### src/rtl/kbd_sp_tx_pkg.sv
// Amiga keyboard serial transmitter: shared types and constants.
// FSM state encoding, power-up stage, fixed keycodes, default timing.
package kbd_sp_tx_pkg;

    typedef enum logic [3:0] {
        ST_RST,
        ST_IDLE,
        ST_SETUP,
        ST_LOW,
        ST_HIGH,
        ST_WAIT_HS,
        ST_WAIT_REL,
        ST_RS_SETUP,
        ST_RS_LOW,
        ST_RS_HIGH
    } state_t;

    typedef enum logic [1:0] {
        PU_DONE,
        PU_INIT,
        PU_TERM
    } pu_t;

    localparam logic [7:0] KBD_CODE_LOSTSYNC = 8'hF9;
    localparam logic [7:0] KBD_CODE_INIT     = 8'hFD;
    localparam logic [7:0] KBD_CODE_TERM     = 8'hFE;

    localparam int KBD_BIT_CYC_DEF    = 140;
    localparam int KBD_HS_MIN_DEF     = 7;
    localparam int KBD_HS_TIMEOUT_DEF = 1014000;

    // Handshake timeout counter width and synchroniser depth
    localparam int KBD_TO_W     = 20;
    localparam int KBD_SYNC_LAT = 2;

    typedef logic [KBD_TO_W-1:0] to_t;

    // Rotate key-up bit to the end and invert for the active-low line
    function automatic logic [7:0] kbd_shift_word(input logic [7:0] c);
        return ~{c[6:0], c[7]};
    endfunction

endpackage

### src/rtl/kbd_sp_tx_if.sv
// Keycode handshake bundle between the keycode translator and kbd_sp_tx.
// code[7:0] keycode, code_valid offered, code_ready accepted (slave drives).
interface kbd_sp_tx_if;

    logic [7:0] code;
    logic       code_valid;
    logic       code_ready;

    modport master (
        output code,
        output code_valid,
        input  code_ready
    );

    modport slave (
        input  code,
        input  code_valid,
        output code_ready
    );

endinterface

### src/rtl/kbd_sp_tx_timer.sv
// kbd_phase_timer: loadable down-counter advancing on clock-enable ticks.
// Ports: clk, reset, i_en tick, i_load reload, i_load_val, o_done at zero.
module kbd_phase_timer #(
    parameter int W = 8
) (
    input  logic         clk,
    input  logic         reset,
    input  logic         i_en,
    input  logic         i_load,
    input  logic [W-1:0] i_load_val,
    output logic         o_done
);

    logic [W-1:0] r_cnt;

    always_ff @(posedge clk or posedge reset) begin
        if (reset) begin
            r_cnt <= '0;
        end else if (i_en) begin
            if (i_load) begin
                r_cnt <= i_load_val;
            end else if (r_cnt != '0) begin
                r_cnt <= r_cnt - W'(1);
            end
        end
    end

    // Loaded with N-1, so a phase lasts exactly N ticks
    assign o_done = i_en & (r_cnt == '0);

endmodule

### src/rtl/kbd_sp_tx.sv
// Amiga keyboard serial transmitter: shifts keycodes out on KDAT/KCLK,
// waits for the host handshake and resynchronises on timeout.
// Ports: clk, reset (async, high), clk7_en tick enable, bus (slave:
// code/code_valid/code_ready), kbd_dat_out/kbd_clk_out open-drain drives
// (0 = pull low), kbd_dat_in sensed KDAT, busy (not IDLE).
// Build option KBD_POWERUP_EN: send 0xFD then 0xFE after reset.
module kbd_sp_tx
    import kbd_sp_tx_pkg::*;
#(
    parameter int BIT_CYC    = KBD_BIT_CYC_DEF,
    parameter int HS_MIN     = KBD_HS_MIN_DEF,
    parameter int HS_TIMEOUT = KBD_HS_TIMEOUT_DEF
) (
    input  logic        clk,
    input  logic        reset,
    input  logic        clk7_en,
    kbd_sp_tx_if.slave  bus,
    output logic        kbd_dat_out,
    output logic        kbd_clk_out,
    input  logic        kbd_dat_in,
    output logic        busy
);

    localparam int TW = $clog2(BIT_CYC + 1);
    localparam int HW = $clog2(HS_MIN + 1);
    localparam logic [HW-1:0] HS_SAT = HW'(HS_MIN);
    localparam to_t TO_LAST = to_t'(HS_TIMEOUT - 1);
    localparam to_t TO_BLANK = to_t'(KBD_SYNC_LAT);

    state_t      r_state;
    state_t      w_next;
    logic [7:0]  r_code;
    logic [7:0]  w_code_n;
    logic [2:0]  r_bit;
    logic [2:0]  w_bit_n;
    logic        r_retry;
    logic        w_retry_n;
    logic        r_sync1;
    logic        r_sync2;
    logic [HW-1:0] r_hs;
    to_t         r_to;
    logic        w_done;
    logic        w_load;
    logic        w_hs_ok;
    logic        w_to;
    logic [7:0]  w_shift;
`ifdef KBD_POWERUP_EN
    pu_t         r_pu;
    pu_t         w_pu_n;
`endif

    assign w_shift = kbd_shift_word(r_code);
    assign w_load  = (w_next != r_state);

    kbd_phase_timer #(
        .W (TW)
    ) u_timer (
        .clk        (clk),
        .reset      (reset),
        .i_en       (clk7_en),
        .i_load     (w_load),
        .i_load_val (TW'(BIT_CYC - 1)),
        .o_done     (w_done)
    );

    // The first sync'd samples in WAIT_HS still reflect our own last
    // data bit, so low levels are only counted after they have flushed.
    assign w_hs_ok = !r_sync2 && (r_to >= TO_BLANK)
                     && (int'(r_hs) + 1 >= HS_MIN);
    assign w_to    = (r_to == TO_LAST);

    always_comb begin
        w_next    = r_state;
        w_code_n  = r_code;
        w_bit_n   = r_bit;
        w_retry_n = r_retry;
`ifdef KBD_POWERUP_EN
        w_pu_n    = r_pu;
`endif
        unique case (r_state)
            ST_RST: begin
`ifdef KBD_POWERUP_EN
                w_next   = ST_SETUP;
                w_code_n = KBD_CODE_INIT;
                w_bit_n  = 3'd7;
                w_pu_n   = PU_INIT;
`else
                w_next   = ST_IDLE;
`endif
            end
            ST_IDLE: begin
                if (bus.code_valid) begin
                    w_next   = ST_SETUP;
                    w_code_n = bus.code;
                    w_bit_n  = 3'd7;
                end
            end
            ST_SETUP: begin
                if (w_done) w_next = ST_LOW;
            end
            ST_LOW: begin
                if (w_done) w_next = ST_HIGH;
            end
            ST_HIGH: begin
                if (w_done) begin
                    if (r_bit != 3'd0) begin
                        w_bit_n = r_bit - 3'd1;
                        w_next  = ST_SETUP;
                    end else begin
                        w_next  = ST_WAIT_HS;
                    end
                end
            end
            ST_WAIT_HS: begin
                if (w_hs_ok) begin
                    w_next = ST_WAIT_REL;
                end else if (w_to) begin
                    w_next = ST_RS_SETUP;
                end
            end
            ST_WAIT_REL: begin
                if (r_sync2) begin
                    if (r_retry) begin
                        w_retry_n = 1'b0;
                        w_bit_n   = 3'd7;
                        w_next    = ST_SETUP;
`ifdef KBD_POWERUP_EN
                    end else if (r_pu == PU_INIT) begin
                        w_code_n  = KBD_CODE_TERM;
                        w_bit_n   = 3'd7;
                        w_pu_n    = PU_TERM;
                        w_next    = ST_SETUP;
                    end else begin
                        w_pu_n    = PU_DONE;
                        w_next    = ST_IDLE;
                    end
`else
                    end else begin
                        w_next    = ST_IDLE;
                    end
`endif
                end
            end
            ST_RS_SETUP: begin
                if (w_done) w_next = ST_RS_LOW;
            end
            ST_RS_LOW: begin
                if (w_done) w_next = ST_RS_HIGH;
            end
            ST_RS_HIGH: begin
                if (w_done) begin
                    w_retry_n = 1'b1;
                    w_next    = ST_WAIT_HS;
                end
            end
            default: begin
                w_next = ST_RST;
            end
        endcase
    end

    always_ff @(posedge clk or posedge reset) begin
        if (reset) begin
            r_state <= ST_RST;
            r_code  <= '0;
            r_bit   <= '0;
            r_retry <= 1'b0;
            r_sync1 <= 1'b1;
            r_sync2 <= 1'b1;
`ifdef KBD_POWERUP_EN
            r_pu    <= PU_DONE;
`endif
        end else if (clk7_en) begin
            r_state <= w_next;
            r_code  <= w_code_n;
            r_bit   <= w_bit_n;
            r_retry <= w_retry_n;
            r_sync1 <= kbd_dat_in;
            r_sync2 <= r_sync1;
`ifdef KBD_POWERUP_EN
            r_pu    <= w_pu_n;
`endif
        end
    end

    // Handshake low-run and timeout counters, live only in WAIT_HS
    always_ff @(posedge clk or posedge reset) begin
        if (reset) begin
            r_to <= '0;
            r_hs <= '0;
        end else if (clk7_en) begin
            if (r_state != ST_WAIT_HS) begin
                r_to <= '0;
                r_hs <= '0;
            end else begin
                if (r_to != '1) r_to <= r_to + to_t'(1);
                if (!r_sync2 && (r_to >= TO_BLANK)) begin
                    if (r_hs != HS_SAT) r_hs <= r_hs + HW'(1);
                end else begin
                    r_hs <= '0;
                end
            end
        end
    end

    always_comb begin
        kbd_dat_out = 1'b1;
        kbd_clk_out = 1'b1;
        unique case (r_state)
            ST_SETUP, ST_HIGH: begin
                kbd_dat_out = w_shift[r_bit];
            end
            ST_LOW: begin
                kbd_dat_out = w_shift[r_bit];
                kbd_clk_out = 1'b0;
            end
            ST_RS_SETUP, ST_RS_HIGH: begin
                kbd_dat_out = 1'b0;
            end
            ST_RS_LOW: begin
                kbd_dat_out = 1'b0;
                kbd_clk_out = 1'b0;
            end
            default: begin
            end
        endcase
    end

    assign bus.code_ready = (r_state == ST_IDLE);
    assign busy           = (r_state != ST_IDLE);

endmodule

### src/flat_wrapper.sv
// flat-port wrapper written by rule: the top's interface ports become plain ports
module kbd_sp_tx_flat import kbd_sp_tx_pkg::*;
#(
    parameter int BIT_CYC    = KBD_BIT_CYC_DEF,
    parameter int HS_MIN     = KBD_HS_MIN_DEF,
    parameter int HS_TIMEOUT = KBD_HS_TIMEOUT_DEF
)
  (clk, reset, clk7_en, kbd_dat_out, kbd_clk_out, kbd_dat_in, busy, bus_code, bus_code_valid, bus_code_ready);
  kbd_sp_tx_if bus_i ();
  input  logic clk;
  input  logic reset;
  input  logic clk7_en;
  output logic kbd_dat_out;
  output logic kbd_clk_out;
  input  logic kbd_dat_in;
  output logic busy;
  input wire logic [$bits(bus_i.code)-1:0] bus_code;
  input wire logic [$bits(bus_i.code_valid)-1:0] bus_code_valid;
  output wire logic [$bits(bus_i.code_ready)-1:0] bus_code_ready;
  assign bus_i.code = bus_code;
  assign bus_i.code_valid = bus_code_valid;
  assign bus_code_ready = bus_i.code_ready;
  kbd_sp_tx #(.BIT_CYC(BIT_CYC), .HS_MIN(HS_MIN), .HS_TIMEOUT(HS_TIMEOUT)) u_core (.clk(clk), .reset(reset), .clk7_en(clk7_en), .bus(bus_i), .kbd_dat_out(kbd_dat_out), .kbd_clk_out(kbd_clk_out), .kbd_dat_in(kbd_dat_in), .busy(busy));
endmodule
### config.mk
export PLATFORM = sky130hd
export DESIGN_NAME = kbd_sp_tx_flat
export DESIGN_NICKNAME = d
export VERILOG_FILES = /design/src/rtl/kbd_sp_tx_pkg.sv /design/src/rtl/kbd_sp_tx_if.sv /design/src/rtl/kbd_sp_tx_timer.sv /design/src/rtl/kbd_sp_tx.sv /design/src/flat_wrapper.sv
export SDC_FILE = /design/constraint.sdc
export NUM_CORES = 1
export LEC_CHECK = 0
export ABC_AREA = 1
export BUFFER_PORTS_ARGS = -buffer_cell sky130_fd_sc_hd__clkbuf_2
export CAP_MARGIN = 10
export CORE_MARGIN = 3
export CORE_UTILIZATION = 60
export CTS_BUF_LIST = sky130_fd_sc_hd__clkbuf_16
export DETAILED_ROUTE_END_ITERATION = 16
export PLACE_DENSITY_LB_ADDON = 0.05
export RECOVER_POWER = 100
export SLEW_MARGIN = 10
export SYNTH_ARGS = -nofsm -noshare
export SYNTH_HDL_FRONTEND = slang
export SYNTH_SLANG_ARGS = --single-unit
### constraint.sdc
create_clock -name clk -period 2.3 [get_ports clk]
set_input_delay 0.115 -clock clk [delete_from_list [all_inputs] [get_ports clk]]
set_output_delay 0.115 -clock clk [all_outputs]
set_load 0.02 [all_outputs]
==> impl_metrics.ini <==
[critical_path]
rr_worst_depth = 11
crit_buf_inv = 1
crit_path_max_incr_delay_ns = 0.42
crit_type = flip-flop to flip-flop
worst_ep_required_time_ns = 2.48
cp_top_family = simple AND/OR/NAND/NOR gates
crit_fanout = 9
arrival_ns = 2.31
crit_chain = ha_1 -> nand3_1 -> nor3_1 -> nand3_2 -> nand2_4 -> inv_2 -> nand2_2 -> nor2_2 -> and3_1 -> nand2_1 -> a21oi_1
cp-start-kind = flip-flop
end_kind = flip-flop
path_depth = 11
slowest_stage = dfrtp_1

[yosys]
synth.most_common_cell = nand2_1
synth.avg_cell_area_um2 = 7.80
synth_seq_area_share_pct = 38.5
synthCells = 409
synth_common_cells = 77 x nand2_1, 47 x dfrtp_1, 47 x nor2_1, 41 x inv_1, 33 x nand3_1
syn_area_um2 = 3190
synthArstFlopShare_pct = 100
synth_cell_types = 49
synth_area_leader_cell = dfrtp_1
synth_ff_type = dfrtp_1
synth-edff-count = 0
ys_ff_latch = 49
mappedNetlistNets = 430
yosys_warnings = 0
synth_top_area_share_pct = 36.8
synth_area_leaders = dfrtp_1 37%, nand2_1 9.1%, nor2_1 5.5%

[routing]
routed_via_density = 5.59
wl_um = 6790
drcViolationCount = 0
ant_nets = 0
dr_total_vias = 2822
first_pass_iters = 4
drt_iter0_drc = 143
wl_per_cell_um = 13.4

[layout]
nNetsFinal = 458
layout-drive-gt1-share_pct = 20.1
regArea_um2 = 1230
fillers = 396
fin_util_pct = 72.6
multi_input_area_um2 = 1770
area_growth_pct = 12.4
diodes = 0

[timing]
min_period_ns = 2.13
max_freq_ghz = 0.470
tightest_slew_ns = 0.764
tns_ns = 0
setup_viol = 0
finalHoldViolCount = 0
max_slew_margin_pct = 49.1
final.period_utilization_pct = 92.6
fin_ws_ns = 0.171
final_max_slew_viol_count = 0
fin_worst_skew_ns = 0.00549

[die]
die_h_um = 78.9
rows = 25
core_area_um2 = 4940
fp.dieW_um = 78.9
ios = 17
fp.dieArea_um2 = 6230
initial_core_util_pct = 64.6

[pwr]
finalPower_mw = 3.55
p_leak_nw = 1.73
vdd_drop_max_mv = 0.604
p_per_area_nw_per_um2 = 990

[hold_path]
whs_path_depth = 3
hp-class = input port to flip-flop

[placement]
dpl.hpwl_um = 5000
preCtsSetupSlack_ns = 0.188
io_buffers = 16
gp_congestion = 0.952

[global_routing]
grt_start_max_net_pins = 33
grt_remaining_overflow = 0
grt_usage_pct = 24.2
grt_pass1_vias = 2666
antenna_found_initial = 0
grt_pass1_wl_um = 12100

[clocking]
cts_tree = yes
clock_sinks = 49
numCtsBuffers = 5
root_buffer = clkbuf_16
cts.path.max_buffers = 2
worstSkewPairLatency_ns = 0.29
clkTransAtPathRegs_ns = 0.07
htreeDepth = 2

[run_status]
status = completed

[flow_run]
drv_cap = 0
[through the flow]
stage	hold WS, ns	instances	cell area [um2]
2_1_floorplan	0.203	409	3190
3_3_place_gp	0.0951	494	3380
3_5_place_dp	0.0977	494	3380
4_1_cts	0.00309	503	3550
5_1_grt	0.0325	505	3590
6_report	0.00701	505	3590
[logic make-up (layout without fill, tap and decap cells)]
group                    Yosys count  in the layout  share of synthesized area, %
AND/OR/NAND/NOR                  224            224                          35.7
AO/OA/AOI/OAI                     55             55                          10.1
buffers and inverters             54             83                          6.78
flip-flops                        49             49                          38.5
XOR/XNOR                          12             12                          3.29
adder cells (fa/ha/maj)            8              8                          3.14
multiplexers                       7              7                          2.47
[layout make-up]
cell class	instances	share of cell area, %
multi-input combinational	306	49.2
sequential	49	34.3
inverter	49	5.20
timing repair buffer	26	4.29
clock buffer	5	3.49
tap	67	2.34
clock inverter	3	1.19
[cell usage in the layout (no fill, tap or decap), types with 2 or more instances in the layout]
cell type  count
xnor2_1        4
nor3b_1        2
a21oi_1       14
nor2_4         6
o21ai_0       25
nand2_2       11
nor3_2         2
inv_1         42
o21ai_1        2
xor2_1         8
nor2_2         8
nor4_1         2
o31ai_1        4
clkbuf_2      16
nand3_1       32
mux2_2         7
dfrtp_1       46
buf_4          8
inv_2          6
nor2_1        45
nand2_4        4
nor3_1        13
clkbuf_16      5
nand4_1       13
ha_1           7
nand3_2        2
nand2_1       76
[registers in the layout, summed over array words and instances, names as in the netlist]
name,flops
u_core.r_to,20
u_core.r_code,8
u_core.u_timer.r_cnt,8
u_core.r_state,4
u_core.r_bit,3
u_core.r_hs,3
u_core.r_retry,1
u_core.r_sync1,1
u_core.r_sync2,1
[repair_timing]
item | CTS | global route
endpoints found under the hold margin | 17 | 0
setup endpoints to repair | 0 | 8
setup buffers | 0 | 2
hold buffers | 1 | 0
resized for setup | 0 | 8
[where the power goes]
| part | internal, mW | total (mW) | switching [mW] |
|---|---|---|---|
| clock network | 0.511 | 0.821 | 0.310 |
| registers | 1.04 | 1.22 | 0.180 |
| logic | 0.552 | 1.51 | 0.956 |
[metal layers]
layer | global-route usage [%] | vias up | share of wire (%)
li1 | - | 1423 | -
met1 | 32.3 | 1324 | 48
met2 | 40.2 | 65 | 47
met3 | 3.85 | 10 | 3.8
met4 | 7.90 | 0 | 1.3
met5 | 0 | - | 0
[worst register-to-register path, cell delays in order, from the launching register on]
cell and delay (ns):
dfrtp_1 0.42, ha_1 0.21, nand3_1 0.15, nor3_1 0.38, nand3_2 0.16, nand2_4 0.15
inv_2 0.11, nand2_2 0.10, nor2_2 0.06, and3_1 0.17, nand2_1 0.06, a21oi_1 0.05
[final timing paths]
path	start	endpoint	slack, ns
worst max-delay path	u_core.r_to[1]	u_core.r_to[18]	0.17
worst min-delay path	kbd_dat_in	u_core.r_sync1	0.007
worst max register to register	u_core.r_to[1]	u_core.r_to[18]	0.17
worst min register to register	u_core.r_sync1	u_core.r_sync1	0.49
max in group asynchronous	reset	u_core.r_state[0]	0.61
min in group asynchronous	reset	u_core.r_code[2]	0.46
(Power assumes the default switching activity.)
